## config.mk

```make
export PLATFORM = sky130hd
export DESIGN_NAME = shift_reg_universal
export DESIGN_NICKNAME = d
export VERILOG_FILES = /design/src/rtl/shift_reg_universal.sv
export SDC_FILE = /design/constraint.sdc
export NUM_CORES = 1
export LEC_CHECK = 0
export CAP_MARGIN = 40
export CORE_MARGIN = 10
export CORE_UTILIZATION = 43
export CTS_CLUSTER_DIAMETER = 60
export DETAILED_ROUTE_END_ITERATION = 10
export PLACE_DENSITY = 0.9
export SLEW_MARGIN = 20
export SYNTH_ARGS = -nofsm -noshare
export SYNTH_HDL_FRONTEND = slang
export SYNTH_SLANG_ARGS = --single-unit
```

## constraint.sdc

```tcl
create_clock -name CLK -period 4.1 [get_ports CLK]
set_clock_uncertainty 0.1 [all_clocks]
set_input_delay 0.82 -clock CLK [delete_from_list [all_inputs] [get_ports CLK]]
set_output_delay 0.82 -clock CLK [all_outputs]
set_load 0.005 [all_outputs]
```

## src/rtl/shift_reg_universal.sv

```systemverilog
// Universal shift register: hold, shift forward/backward, parallel load,
// with a saturating occupancy counter and a full flag.
// Stage k occupies bits [k*WIDTH +: WIDTH] of the packed stage array.
module shift_reg_universal #(
    parameter int                       WIDTH = 1,
    parameter int                       DEPTH = 8,
    parameter logic [DEPTH*WIDTH-1:0]   INIT  = '0
) (
    input  logic                           CLK,
    input  logic                           RESETN,
    input  logic                           CLR,
    input  logic                           CE,
    input  logic [1:0]                     MODE,
    input  logic [WIDTH-1:0]               SI,
    input  logic [DEPTH*WIDTH-1:0]         PI,
    output logic [WIDTH-1:0]               SO_F,
    output logic [WIDTH-1:0]               SO_B,
    output logic [DEPTH*WIDTH-1:0]         PO,
    output logic [$clog2(DEPTH+1)-1:0]     COUNT,
    output logic                           FULL
);

    localparam int              N       = DEPTH * WIDTH;
    localparam int              CW      = $clog2(DEPTH + 1);
    localparam logic [CW-1:0]   DEPTH_C = CW'(DEPTH);

    localparam logic [1:0] MODE_HOLD = 2'b00;
    localparam logic [1:0] MODE_FWD  = 2'b01;
    localparam logic [1:0] MODE_BWD  = 2'b10;
    localparam logic [1:0] MODE_LOAD = 2'b11;

    logic [N-1:0]  stage_q, stage_d;
    logic [CW-1:0] count_q, count_d;
    logic [CW-1:0] count_inc;

    // Occupancy after one more shift; sticks at DEPTH instead of wrapping.
    assign count_inc = (count_q == DEPTH_C) ? count_q : count_q + CW'(1);

    // Next-state selection: CLR beats the clock enable, which gates MODE.
    always_comb begin
        stage_d = stage_q;
        count_d = count_q;
        if (CLR) begin
            stage_d = '0;
            count_d = '0;
        end else if (CE) begin
            case (MODE)
                MODE_FWD: begin
                    stage_d = {stage_q[N-WIDTH-1:0], SI};
                    count_d = count_inc;
                end
                MODE_BWD: begin
                    stage_d = {SI, stage_q[N-1:WIDTH]};
                    count_d = count_inc;
                end
                MODE_LOAD: begin
                    stage_d = PI;
                    count_d = DEPTH_C;
                end
                MODE_HOLD: begin
                    stage_d = stage_q;
                    count_d = count_q;
                end
                default: begin
                    stage_d = stage_q;
                    count_d = count_q;
                end
            endcase
        end
    end

    // State registers; reset reloads the INIT image and abandons any operation.
    always_ff @(posedge CLK) begin
        if (!RESETN) begin
            stage_q <= INIT;
            count_q <= '0;
        end else begin
            stage_q <= stage_d;
            count_q <= count_d;
        end
    end

    assign SO_F  = stage_q[N-1 -: WIDTH];
    assign SO_B  = stage_q[WIDTH-1:0];
    assign PO    = stage_q;
    assign COUNT = count_q;
    assign FULL  = (count_q == DEPTH_C);

endmodule

```

# Word level (Yosys, flattened, before mapping)
# Index checks and enable logic that the tools add are counted.
dict set report classes {
  n_lt_le_gt_ge 0
  multipliers 0
  add_sub_neg 1
  div_mod_pow 0
  n_eq_ne 5
  n_bitwise 2
  shifts 0
  reduce_logical 5
  n_mux 3
}
# op n
set op_table {}
lappend op_table {{8-bit one-hot mux with 3 select lines} 1}
lappend op_table {{4-bit one-hot mux with 2 select lines} 1}
lappend op_table {{4-bit by 1-bit adder with 4-bit output, second input constant} 1}
lappend op_table {{2-bit equality test, second input constant} 2}
lappend op_table {{4-bit equality test, second input constant} 1}
lappend op_table {{4-bit 2-to-1 mux} 1}
lappend op_table {{2-bit OR reduction} 2}
lappend op_table {{3-bit AND reduction} 1}
lappend op_table {{2-bit by 1-bit equality test with 1-bit output, second input constant} 1}
lappend op_table {{2-bit zero test} 1}
lappend op_table {{2-bit != test, second input constant} 1}
lappend op_table {{1-bit NOT} 2}
lappend op_table {{2-bit AND reduction} 1}
dict set report totals {
  register_bits 12
  mem_bits_rw 0
  mem_bits_ro 0
  memories 0
  latch_bits 0
}

# Depth between registers and ports, before layout
dict set report logic_depth {
  word_depth 4
  depth_mapped 6
  mapped_depth_nobuf 5
}

# Worst setup path before layout
# No wires, ideal clock.
dict set report synth_path {
  path_type {in2reg}
  startpoint {input MODE[0]}
  endpoint {register count_q[3] (netlist: COUNT[3])}
  setup_ns 0.122
  stages 5
  path_buffers 0
  arrival_ns 1.958
  setup_slack_ns 1.920
  path_cell_list {inv_1 -> ha_1 -> and4b_4 -> or3_4 -> o311a_1}
}
dict set report synth_via {
  elab_chain_len 4
  word_cells_on_any_way 9
  cone_classes {eq/ne: 4; mux: 1; bitwise: 1; reduce/logical: 3}
}
# element line_no
set synth_rtl {}
lappend synth_rtl {{start: declaration} 13} ;# input logic [1:0] MODE,
lappend synth_rtl {{2-bit equality test / 2-bit by 1-bit equality test with 1-bit output (equally long branches)} 47} ;# case (MODE)
lappend synth_rtl {{2-bit OR reduction (no line)} -}
lappend synth_rtl {{2-bit != test (no line)} -}
lappend synth_rtl {{3-bit AND reduction (no line)} -}
lappend synth_rtl {{end signal: assignment} 79} ;# count_q <= count_d;
lappend synth_rtl {{end: declaration} 33} ;# logic [CW-1:0] count_q, count_d;
# Parallel ways exist; a longest one is shown, timed or not.
# A chain may end at the register's enable or synchronous reset.

# Worst setup path in the final report
dict set report layout_path {
  startpoint {input MODE[0]}
  endpoint {register count_q[2] (netlist: COUNT[2])}
}
# The elaborated chain is that of the path after synthesis.

==> reports/results.tsv <==
metric	value	unit
FF-to-FF path depth	5	
met2 Track Usage GR	16.5	%
CP startpoint kind	input port	
compound-gate portion of the synthesized area	31.9	%
FF+latch count, synth	12	
post-route setup slack	1.52	ns
Adder-Cell Fraction of Synth Area	9.11	%
worst hold path depth	2	
maximum vdd drop	0.143	mV
Synth Warn #	0	
post_cts resized	0	
main combinational cell family by area after synthesis	compound AO/OA/AOI/OAI gates	
Die X	60.0	um
TritonCTS Sinks	12	
synthesized cell area	687	sq um
Net Count, Synth	102	
M3 GR Usage	6.78	%
post-DP HPWL	1570	um
grt ovf	0	
first-pass GRT wire length	3150	um
final wirelength	2070	um
Vias per Instance	6.04	
die footprint	3600	sq um
Worst-Skew Late Latency	0.28	ns
Global Route Usage Sum	11.2	%
slowest cell delay on critical path	0.48	ns
power density cells	271	nW/um^2
Max-slew headroom	47.5	%
CP endpoint	COUNT[2]$_SDFFE_PP0P_	
Setup CP Type	input port to flop	
met1 Resource Use GR	11.7	%
Slew @ Worst Pin	0.787	ns
vias in the first global route	694	
Post-Synth XOR/XNOR Area	0	%
RSZ-0062 raised after global routing	no	
final setup violation count	0	
area grow syn2layout	45.5	%
# hold bufs at CTS	0	
fin crit share	63.0	%
WP data arrival	2.62	ns
n_diodes	0	
Hold/Removal Path Class	flop to flop	
FMAX	0.387	GHz
Root Buffer	clkbuf_4	
GRT busiest layer	met2	
largest net degree at the start of global routing	16	
Pins Over Slew Limit	0	
Avg Inst Size Synth	8.38	sq um
Required @ worst endpoint	4.14	ns
NumNets Final	130	
worst r2r src	COUNT[0]$_SDFFE_PP0P_	
status	complete, no violations	
Die Y	60.0	um
DR DRC count	0	
CTS tree	yes	
Via Count	755	
average wire per standard cell	16.5	um
Cell variety after synth	22	
top fanout value on the critical path	7	
Leak	0.355	nW
setup repair bufs after CTS	0	
Setup crit start	MODE[0]	
register area share after synthesis	35.0	%
setup_tns	0	ns
Max Root-Sink Buffers	2	
GPL Wtd Cong	0.800	
DRT Pass-1 Iters	4	
Clock transition at path regs	0.08	ns
CP max-delay cell	clkdlybuf4s50_1	
dpl ws	1.29	ns
antenna violations before repair	0	
num ports	30	
mux cell area share after synthesis	0	%
cell count after synthesis	82	
minimum clock period	2.58	ns
row count	14	
share of cells above drive strength 1	6.42	%
htree depth	1	
r2r endpoint	COUNT[2]$_SDFFE_PP0P_	
Post-DRT Antenna Nets	0	
max_cap viols	0	
crit path capture type	flop	
Synth Area in Simple Gates	15.8	%
R2R setup slack	2.20	ns
Core Util, Final	66.4	%
IO buf count	29	
Starting Density	45.6	%
core box area	1510	sq um
Detailed Route Iter0 Violations	22	
CP cell instances	clkdlybuf4s50_1 > inv_1 > ha_1 > nand2b_1 > or3_4 > o41ai_1	
final-report hold violation count	0	
total CTS buffers	3	
==> kinds of logic (layout without fill, tap and decap cells) <==
group | Yosys count | count (layout)
AO/OA/AOI/OAI | 33 | 33
AND/OR/NAND/NOR | 20 | 20
flip-flops | 12 | 12
buffers and inverters | 12 | 39
adder cells (fa/ha/maj) | 5 | 5
==> power breakdown <==
part | internal [mW] | switching (mW) | total, mW
sequential | 0.120 | 0.00404 | 0.124
combinational | 0.0286 | 0.0219 | 0.0505
clock | 0.0540 | 0.0416 | 0.0956
==> sequential cells by signal (all words and copies together), names as in the netlist <==
name and flops:
COUNT 4, PO 8
==> critical path: cells and delay by family <==
kind | cells | cell delay (ns)
buffers and inverters | 2 | 0.54
AOI/OAI and AO/OA | 1 | 0.37
adders and majority gates | 1 | 0.20
and+or+nand+nor | 2 | 0.68
==> layer usage <==
layer	part of all wire [%]	vias to the layer above	wire (um)
met1	37	347	769
met5	0	-	0
met3	14	10	299
li1	-	354	-
met4	4.1	0	85
met2	44	44	912
==> per-stage QoR <==
stage                     cells  hold WS (ns)  cell area, sq um  power (mW)
after floorplan              82         0.368               687       0.150
after global placement      121         0.379               963       0.176
after detailed placement    121         0.381               963       0.177
after CTS                   125         0.394              1000       0.273
after global routing        125         0.414              1000       0.283
final                       125         0.394              1000       0.270
==> synthesized netlist by cell type, drive strengths merged <==
| cell | instances | area [sq um] |
|---|---|---|
| ha | 5 | 62.6 |
| o41ai | 2 | 17.5 |
| o21ai | 9 | 45.0 |
| nor2b | 1 | 6.26 |
| a221oi | 1 | 8.76 |
| a21oi | 1 | 5.00 |
| or3 | 1 | 11.3 |
| nor2 | 3 | 11.3 |
| clkbuf | 3 | 11.3 |
| o211ai | 3 | 22.5 |
| o311a | 1 | 10.0 |
| nand2 | 9 | 33.8 |
| o31ai | 1 | 7.51 |
| a31oi | 8 | 50.1 |
| and2b | 1 | 8.76 |
| dfxtp | 12 | 240 |
| nand2b | 3 | 18.8 |
| a22oi | 7 | 52.6 |
| nand3 | 1 | 5.00 |
| buf | 3 | 22.5 |
| and4b | 1 | 13.8 |
| inv | 6 | 22.5 |
==> layout make-up <==
| cell class | count | area, sq um |
|---|---|---|
| Clock buffer | 4 | 36.3 |
| Multi-Input combinational cell | 58 | 390 |
| Inverter | 6 | 22.5 |
| Fill cell | 126 | 507 |
| Tap cell | 16 | 20.0 |
| Sequential cell | 12 | 240 |
| Timing Repair Buffer | 29 | 290 |
==> worst min path at each step <==
stage,endpoint,slack (ns),start
floorplan,PO[4]$_SDFFE_PP0P_,0.37,PO[3]$_SDFFE_PP0P_
global placement,PO[4]$_SDFFE_PP0P_,0.38,PO[3]$_SDFFE_PP0P_
detailed placement,PO[4]$_SDFFE_PP0P_,0.38,PO[3]$_SDFFE_PP0P_
CTS,PO[4]$_SDFFE_PP0P_,0.39,PO[3]$_SDFFE_PP0P_
global route,PO[4]$_SDFFE_PP0P_,0.41,PO[3]$_SDFFE_PP0P_
finish,PO[4]$_SDFFE_PP0P_,0.39,PO[3]$_SDFFE_PP0P_
==> cell usage in the layout (no fill, tap or decap), drive strengths merged <==
master,netlist,layout
a21oi,1,1
a221oi,1,1
a22oi,7,7
a31oi,8,8
and2b,1,1
and4b,1,1
clkbuf,3,4
clkdlybuf4s50,0,29
dfxtp,12,12
ha,5,5
inv,6,6
nand2,9,9
nand2b,3,3
nand3,1,1
nor2,3,3
nor2b,1,1
o211ai,3,3
o21ai,9,9
o311a,1,1
o31ai,1,1
o41ai,2,2
or3,1,1
Power figures use the tool's default switching activity.
